===== src/rtl/sprite_drawer_if.sv =====
// Bundle of the sprite drawer's signals: draw command/status, sprite ROM port and VGA write port.
// The drawer uses the slave view; whoever issues draws and serves the ROM uses the master view.
interface sprite_drawer_if #(
  parameter int WIDTH_X = 4,
  parameter int WIDTH_Y = 3
);
  logic               start;
  logic [7:0]         pos_x;
  logic [6:0]         pos_y;
  logic               busy;
  logic               done;
  logic [WIDTH_X-1:0] rom_x;
  logic [WIDTH_Y-1:0] rom_y;
  logic [2:0]         rom_color;
  logic [7:0]         vga_x;
  logic [6:0]         vga_y;
  logic [2:0]         vga_color;
  logic               plot;

  modport master (
    output start, pos_x, pos_y, rom_color,
    input  busy, done, rom_x, rom_y, vga_x, vga_y, vga_color, plot
  );

  modport slave (
    input  start, pos_x, pos_y, rom_color,
    output busy, done, rom_x, rom_y, vga_x, vga_y, vga_color, plot
  );
endinterface


===== src/rtl/sprite_drawer.sv =====
// Copies a SPRITE_W x SPRITE_H sprite from a ROM with one-cycle read latency to a VGA
// write port at a given screen position, clipping off-screen and transparent pixels.
module sprite_drawer #(
  parameter int       WIDTH_X        = 4,
  parameter int       WIDTH_Y        = 3,
  parameter int       SPRITE_W       = 10,
  parameter int       SPRITE_H       = 6,
  parameter int       SCREEN_W       = 160,
  parameter int       SCREEN_H       = 120,
  parameter bit [2:0] TRANSPARENT    = 3'b000,
  parameter bit       TRANSPARENT_EN = 1'b1
) (
  input  logic           clk,
  input  logic           resetn,
  sprite_drawer_if.slave bus
);

  typedef enum logic [1:0] {IDLE, DRAW, FLUSH, DONE} state_t;

  state_t             state_reg, state_next;
  logic [WIDTH_X-1:0] sx_reg, sx_next;
  logic [WIDTH_Y-1:0] sy_reg, sy_next;
  logic [7:0]         pos_x_reg, pos_x_next;
  logic [6:0]         pos_y_reg, pos_y_next;
  logic               flush_reg, flush_next;

  // Stage 1: screen coordinate of the address issued last cycle (ROM data arrives now).
  logic               valid1_reg;
  logic [8:0]         x1_reg;
  logic [7:0]         y1_reg;

  // Stage 2: registered VGA write port.
  logic               plot_reg;
  logic [7:0]         vga_x_reg;
  logic [6:0]         vga_y_reg;
  logic [2:0]         vga_color_reg;

  logic               last_col;
  logic               last_row;
  logic               on_screen;
  logic               opaque;

  assign last_col = (sx_reg == WIDTH_X'(SPRITE_W - 1));
  assign last_row = (sy_reg == WIDTH_Y'(SPRITE_H - 1));

  always_ff @(posedge clk) begin
    if (!resetn) begin
      state_reg <= IDLE;
      sx_reg    <= '0;
      sy_reg    <= '0;
      pos_x_reg <= '0;
      pos_y_reg <= '0;
      flush_reg <= 1'b0;
    end else begin
      state_reg <= state_next;
      sx_reg    <= sx_next;
      sy_reg    <= sy_next;
      pos_x_reg <= pos_x_next;
      pos_y_reg <= pos_y_next;
      flush_reg <= flush_next;
    end
  end

  always_comb begin
    state_next = state_reg;
    sx_next    = sx_reg;
    sy_next    = sy_reg;
    pos_x_next = pos_x_reg;
    pos_y_next = pos_y_reg;
    flush_next = flush_reg;
    case (state_reg)
      IDLE: begin
        if (bus.start) begin
          pos_x_next = bus.pos_x;
          pos_y_next = bus.pos_y;
          sx_next    = '0;
          sy_next    = '0;
          state_next = DRAW;
        end
      end
      DRAW: begin
        if (last_col && last_row) begin
          flush_next = 1'b0;
          state_next = FLUSH;
        end else if (last_col) begin
          sx_next = '0;
          sy_next = sy_reg + 1'b1;
        end else begin
          sx_next = sx_reg + 1'b1;
        end
      end
      FLUSH: begin
        // Two cycles: the last address needs one for ROM latency and one for the output register.
        if (flush_reg) begin
          state_next = DONE;
        end else begin
          flush_next = 1'b1;
        end
      end
      DONE: begin
        state_next = IDLE;
      end
      default: begin
        state_next = IDLE;
      end
    endcase
  end

  assign on_screen = (x1_reg < 9'(SCREEN_W)) && (y1_reg < 8'(SCREEN_H));
  assign opaque    = !(TRANSPARENT_EN && (bus.rom_color == TRANSPARENT));

  always_ff @(posedge clk) begin
    if (!resetn) begin
      valid1_reg    <= 1'b0;
      x1_reg        <= '0;
      y1_reg        <= '0;
      plot_reg      <= 1'b0;
      vga_x_reg     <= '0;
      vga_y_reg     <= '0;
      vga_color_reg <= '0;
    end else begin
      valid1_reg <= (state_reg == DRAW);
      x1_reg     <= {1'b0, pos_x_reg} + 9'(sx_reg);
      y1_reg     <= {1'b0, pos_y_reg} + 8'(sy_reg);
      plot_reg   <= valid1_reg && on_screen && opaque;
      if (valid1_reg) begin
        vga_x_reg     <= x1_reg[7:0];
        vga_y_reg     <= y1_reg[6:0];
        vga_color_reg <= bus.rom_color;
      end
    end
  end

  assign bus.busy      = (state_reg != IDLE);
  assign bus.done      = (state_reg == DONE);
  assign bus.rom_x     = sx_reg;
  assign bus.rom_y     = sy_reg;
  assign bus.plot      = plot_reg;
  assign bus.vga_x     = vga_x_reg;
  assign bus.vga_y     = vga_y_reg;
  assign bus.vga_color = vga_color_reg;

endmodule


===== src/flat_wrapper.sv =====
// flat-port wrapper written by rule: the top's interface ports become plain ports
module sprite_drawer_flat 
#(
  parameter int       WIDTH_X        = 4,
  parameter int       WIDTH_Y        = 3,
  parameter int       SPRITE_W       = 10,
  parameter int       SPRITE_H       = 6,
  parameter int       SCREEN_W       = 160,
  parameter int       SCREEN_H       = 120,
  parameter bit [2:0] TRANSPARENT    = 3'b000,
  parameter bit       TRANSPARENT_EN = 1'b1
)
  (clk, resetn, bus_start, bus_pos_x, bus_pos_y, bus_rom_color, bus_busy, bus_done, bus_rom_x, bus_rom_y, bus_vga_x, bus_vga_y, bus_vga_color, bus_plot);
  sprite_drawer_if #(.WIDTH_X(WIDTH_X), .WIDTH_Y(WIDTH_Y)) bus_i ();
  input  logic clk;
  input  logic resetn;
  input wire logic [$bits(bus_i.start)-1:0] bus_start;
  input wire logic [$bits(bus_i.pos_x)-1:0] bus_pos_x;
  input wire logic [$bits(bus_i.pos_y)-1:0] bus_pos_y;
  input wire logic [$bits(bus_i.rom_color)-1:0] bus_rom_color;
  output wire logic [$bits(bus_i.busy)-1:0] bus_busy;
  output wire logic [$bits(bus_i.done)-1:0] bus_done;
  output wire logic [$bits(bus_i.rom_x)-1:0] bus_rom_x;
  output wire logic [$bits(bus_i.rom_y)-1:0] bus_rom_y;
  output wire logic [$bits(bus_i.vga_x)-1:0] bus_vga_x;
  output wire logic [$bits(bus_i.vga_y)-1:0] bus_vga_y;
  output wire logic [$bits(bus_i.vga_color)-1:0] bus_vga_color;
  output wire logic [$bits(bus_i.plot)-1:0] bus_plot;
  assign bus_i.start = bus_start;
  assign bus_i.pos_x = bus_pos_x;
  assign bus_i.pos_y = bus_pos_y;
  assign bus_i.rom_color = bus_rom_color;
  assign bus_busy = bus_i.busy;
  assign bus_done = bus_i.done;
  assign bus_rom_x = bus_i.rom_x;
  assign bus_rom_y = bus_i.rom_y;
  assign bus_vga_x = bus_i.vga_x;
  assign bus_vga_y = bus_i.vga_y;
  assign bus_vga_color = bus_i.vga_color;
  assign bus_plot = bus_i.plot;
  sprite_drawer #(.WIDTH_X(WIDTH_X), .WIDTH_Y(WIDTH_Y), .SPRITE_W(SPRITE_W), .SPRITE_H(SPRITE_H), .SCREEN_W(SCREEN_W), .SCREEN_H(SCREEN_H), .TRANSPARENT(TRANSPARENT), .TRANSPARENT_EN(TRANSPARENT_EN)) u_core (.clk(clk), .resetn(resetn), .bus(bus_i));
endmodule

===== config.mk =====
export PLATFORM = sky130hd
export DESIGN_NAME = sprite_drawer_flat
export DESIGN_NICKNAME = d
export VERILOG_FILES = /design/src/rtl/sprite_drawer_if.sv /design/src/rtl/sprite_drawer.sv /design/src/flat_wrapper.sv
export SDC_FILE = /design/constraint.sdc
export NUM_CORES = 1
export LEC_CHECK = 0
export ABC_AREA = 1
export CAP_MARGIN = 20
export CORE_MARGIN = 8
export CORE_UTILIZATION = 50
export DETAILED_ROUTE_END_ITERATION = 10
export GPL_TIMING_DRIVEN = 0
export PLACE_DENSITY_LB_ADDON = 0.05
export SLEW_MARGIN = 10
export SYNTH_ARGS = -nofsm -noshare
export SYNTH_HDL_FRONTEND = slang
export SYNTH_SLANG_ARGS = --single-unit

===== constraint.sdc =====
create_clock -name clk -period 2.5 [get_ports clk]
set_input_delay 0.5 -clock clk [delete_from_list [all_inputs] [get_ports clk]]
set_output_delay 0.5 -clock clk [all_outputs]
set_load 0.05 [all_outputs]

After elaboration in Yosys (flattened, before gate mapping)

Index checks and enable logic that the tools add are counted.
W data, S select, Z words.

Logic and storage cells: 58
Input port bits: 21
Output and inout bits: 28
Flip-flop bits (word level): 62

Muxes and demuxes: 14
$add $sub $neg: 4
Eq/ne operators: 10
Order comparisons: 2
Reduce and logical (&&, ||, !) cells: 15

Operators by type and width:

| kind                  | count |
|---|---|
| $mux W4               | 3 |
| $add A8 B4 Y9         | 1 |
| $lt A9 B8 Y1 const B  | 1 |
| $mux W3               | 3 |
| $add A7 B3 Y8         | 1 |
| $lt A8 B7 Y1 const B  | 1 |
| $pmux W2 S4           | 1 |
| $pmux W4 S2           | 1 |
| $mux W2               | 3 |
| $ne A2 B1 Y1 const B  | 3 |
| $pmux W3 S2           | 1 |
| $reduce_and A3 Y1     | 2 |
| $reduce_bool A2 Y1    | 3 |
| $add A4 B1 Y4 const B | 1 |
| $eq A2 B2 Y1 const B  | 2 |
| $eq A4 B4 Y1 const B  | 1 |
| $logic_and A1 B1 Y1   | 4 |
| $ne A2 B2 Y1 const B  | 2 |
| $reduce_and A2 Y1     | 2 |
| $reduce_and A4 Y1     | 1 |
| $add A3 B1 Y3 const B | 1 |
| $eq A3 B3 Y1 const B  | 1 |
| $logic_not A3 Y1      | 1 |
| $eq A2 B1 Y1 const B  | 1 |
| other kinds (4)       | 4 |

Logic depth before layout (Yosys ltp)

Depth after elaboration: 4
Depth in mapped cells: 9
Mapped depth without buffers: 9

Worst setup path after synthesis

OpenSTA, ideal clock, no wires.

Kind: register to register
Start: register u_core.sx_reg[0] (netlist: u_core.bus.rom_x[0])
End: register u_core.x1_reg[6]
Arrival time: 1.854 ns
Period minus slack after synthesis: 1.967 ns
Slack: 0.533 ns
Path buffers: 0
Cell stages (with the launch flop): 10
Data required time: 2.387 ns
Cells stage by stage: dfxtp_1 -> ha_1 -> inv_1 -> fa_1 -> inv_1 -> nand4_1 -> o21ai_0 -> nand2_1 -> nand2_1 -> nor2_1

Cells in the longest elaborated chain, start to end: 1

RTL lines:

| what                     | line                 | source |
|---|---|---|
| start: declaration       | sprite_drawer.sv:21  | `logic [WIDTH_X-1:0] sx_reg, sx_next;` |
| start signal: assignment | sprite_drawer.sv:56  | `sx_reg <= sx_next;` |
| $add A8 B4 Y9            | sprite_drawer.sv:123 | `x1_reg <= {1'b0, pos_x_reg} + 9'(sx_reg);` |
| end signal: assignment   | sprite_drawer.sv:123 |  |
| end: declaration         | sprite_drawer.sv:29  | `logic [8:0] x1_reg;` |

Every way passes these cells.
A chain may end at the register's enable or synchronous reset.

Final worst setup path

Start: register u_core.sy_reg[1] (netlist: u_core.bus.rom_y[1])
End: output bus_rom_y[1]

RTL lines:

| what                     | line                | source |
|---|---|---|
| start: declaration       | sprite_drawer.sv:22 | `logic [WIDTH_Y-1:0] sy_reg, sy_next;` |
| start signal: assignment | sprite_drawer.sv:57 | `sy_reg <= sy_next;` |
| end: declaration         | flat_wrapper.sv:24  | `output wire logic [$bits(bus_i.rom_y)-1:0] bus_rom_y;` |

No word-level cell between the ends.

==> out/results.txt <==
After synthesis the netlist holds a flip-flop and latch count of 62. The antenna diode count is 0. The fill cell instance count of the final layout was 475; the clock sink total was 62.

Pin count of the biggest net entering global routing: 11. Routability-driven placement finished with a final weighted congestion of 0.8704. The sort of element at the end of the critical path is an output port. The post-place instance area was 3281 um^2. Detailed placement finished with a half-perimeter wire length of 4.521 mm. For the worst setup path, the data required time is 2000 ps. For this run, the leading register cell type out of synthesis is dfxtp_1. For the worst flop-to-flop path, the logic depth is 9. Along the worst path, the maximum fanout reaches 6.

Dividing the final minimum period by the clock period gives 87.75%. The register with the most flip-flops in the layout has 9 of them. Overall global routing resource usage: 16.60%. The flow ran to the end, and the final reports show no timing, DRC or antenna violations. The setup check on the worst reg-to-reg path leaves a slack of 690 ps.

The switching power was 1463 uW; the remaining global-route overflow was 0. For the final database, setup skew stands at 7.882 ps. The die is 89.62 um wide. The worst slew slack as a fraction of its limit was 65.39%.

Shortest clock period the worst path allows after layout: 2194 ps. Timing would allow up to 455.8 MHz. The initial antenna violation count was 0; the sequential area share after synthesis was 45.80%.

The initial utilization of the core area, before any placement, comes to 50.45%. The hold violation count in the final report was 0. The logs give 3538 uW for the overall power consumption and 10.18 mm for the wire length of the first global-routing pass. For the number of nets in the layout, the log shows 458.

The worst hold path begins at u_core.y1_reg[2]. Hold timing on the final database bottoms out at a slack of 455.3 ps. The finished layout holds 496 standard cells, fillers aside. The static leakage is 0.001557 uW, and the area of all sequential standard cells is 1241 um^2.

The number of enable-type register cells in the synthesized netlist was 0; the number of buffers and inverters on the critical path was 1. The tools report the post-synthesis net count as 399. The tools report the clock tree root buffer cell as clkbuf_8.

For the final routed database, the setup TNS stands at 0 ps. The via density per instance works out to 4.825. Via count of the first global-routing pass: 2245.

The path with the worst hold slack has its endpoint at u_core.bus.vga_y[2]. For the number of design-rule violations left by the first detailed-router iteration, the log shows 170. The cell count after synthesis came out at 361. For this design the ratio of total power to cell area is 1029 nW/um^2. After detailed routing, the average wire length per cell comes to 12.18 um.

The worst-path cell with the longest stage delay was clkdlybuf4s50_1. The largest buffer count on any clock path is 2, and the number of design rule violations left after detail routing is 0. The endpoint arrival time on the critical path came out at 1690 ps. Setup violations remaining at the end of the flow were counted as 0. For the pin with the worst max-slew slack, the measured transition is 517.5 ps. The origin of the critical flop-to-flop path is u_core.bus.rom_x[0].

Of all flip-flops after synthesis, the portion carrying an async set or reset was 0%. The max-slew violation count came out at 0. In this run the count of I/O pins placed on the die edge is 49. Wires add up to 6.040 mm. Along the worst hold path, the cell count comes to 2. The internal portion of the total power is 2075 uW. Counting tap cells, the placed design contains a total of 481 instances. The combinational group share of total power was 41.6%. For the Yosys warning count, the log shows 0. In this run the worst hold path is classified as reg2reg. After floorplanning, the core was sized to cover 5371 um^2. From bottom edge to top edge, the die measures 89.62 um. The average size of a mapped cell was 7.507 um^2.

Fraction of final layout cells with drive strength greater than 1: 6.840%. The clock slew at the register clock pins of the worst setup and hold paths came out at 60 ps. The worst register-to-register path ends at u_core.x1_reg[6]. The count of nets left with antenna violations once routing finished came out at 0. The critical path is of the reg2out type. The kind of cell with the highest combined delay along the critical path is buffers and inverters. The critical path's largest stage delay works out to 870 ps. The die footprint came out at 8032 um^2. For the number of library cell types mapped by synthesis, the log shows 29. Before antenna repair, the detailed router went through 4 iterations. For the cell area after synthesis, the log shows 2710 um^2. Per report_power, the clock group accounts for 19.9% of the total. The total via count in the routed design is 2393.

The clock buffer count from CTS is 9. The run gives 1271 um^2 as the multi-input gate area in the final layout. The net switching share of the total power was 41.35%. TritonCTS built the clock tree. The critical path startpoint category was a register. The critical path goes through clkdlybuf4s50_1. In this run, post-CTS hold repair placed 0 buffers. Setup repair after global routing left no endpoint under its margin. For the worst-skew pair, the clock arrives at the later sink with an insertion delay of 330 ps. For the maximum resistive drop on vdd, the log shows 0.0006968 V. The finished cells cover 3438 um^2. The synthesis-to-finish area growth is 26.87%, and the H-tree depth reported by CTS is 3.

Across the run, the number of max-cap violations was 0. In this run the core area contains 27 standard-cell rows. In this run, flip-flops and latches consume 38.6% of the power. In this run the tool buffered the top-level ports with 48 buffer cells.
## power by group through the flow
stage | sequential, uW | combinational [uW] | clock (uW)
floorplan | 1660 | 765 | 0
global placement | 1380 | 1450 | 0
detailed placement | 1390 | 1480 | 0
CTS | 1370 | 1480 | 718
global route | 1400 | 1620 | 782
finish | 1360 | 1470 | 703
## timing repair
item,CTS,global route
setup endpoints to repair,0,1
resized for setup,0,1
buffers inserted,0,0
## kinds of logic after synthesis
family                     count (synthesis)  synth area share [%]
and+or+nand+nor                          170                 25.44
AOI/OAI and AO/OA                         66                 13.07
buffers and inverters                     46                 7.295
adders and majority gates                 17                 8.403
DFF                                       62                 45.80
## cell usage after synthesis, drive strengths merged (2+ instances only)
cell type	n	area (um^2)
nand3	13	65.06
ha	15	187.7
o21ai	44	235.2
nand2	55	211.5
nor2	90	337.8
a21oi	18	90.09
buf	7	41.29
nand4	7	43.79
dfxtp	62	1241
clkbuf	6	32.53
inv	32	120.1
fa	2	40.04
## per-layer routing
metal	part of all wire [%]	GRT usage, %	up-vias
li1	-	-	1280
met1	47	19.73	1054
met2	46	27.21	55
met3	6.0	5.460	4
met4	0.73	6.042	0
met5	0	0	-
## worst max path at each step
stage                         from          endpoint  slack, ps  cells past startpoint
5_1_grt        u_core.state_reg[0]          bus_done        240                      2
3_3_place_gp   u_core.state_reg[0]          bus_busy        390                      4
4_1_cts        u_core.state_reg[0]          bus_busy         20                      4
6_report       u_core.bus.rom_y[1]      bus_rom_y[1]        310                      1
2_1_floorplan  u_core.bus.rom_x[0]  u_core.x1_reg[6]        530                      9
3_5_place_dp   u_core.state_reg[0]          bus_busy        390                      4
## per-stage QoR
stage          setup WS [ps]  utilization (%)
4_1_cts                15.89            63.96
6_report               306.3            64.01
5_1_grt                236.9            64.01
3_3_place_gp           387.8            61.08
3_5_place_dp           385.1            61.08
2_1_floorplan          532.9                -
## placed cells by master (no fill, tap or decap), types with 4 or more instances in the layout
cell type and count:
dfxtp_1 62, nand2_1 53, o21ai_0 40, clkdlybuf4s50_1 47, clkbuf_8 10, nor2_1 90, nand3_1 13, inv_1 30
clkinv_2 4, buf_2 6, ha_1 15, a21oi_1 18, clkbuf_1 6, nand4_1 7
## cell type report
class	instances	share of cell area, %
Buffer	13	2.147
Clock buffer	10	3.712
Clock inverter	5	0.8006
Inverter	33	3.603
Multi-Input combinational cell	253	36.97
Sequential cell	62	36.10
Tap cell	72	2.620
Timing Repair Buffer	48	14.05
(Power assumes the default switching activity.)
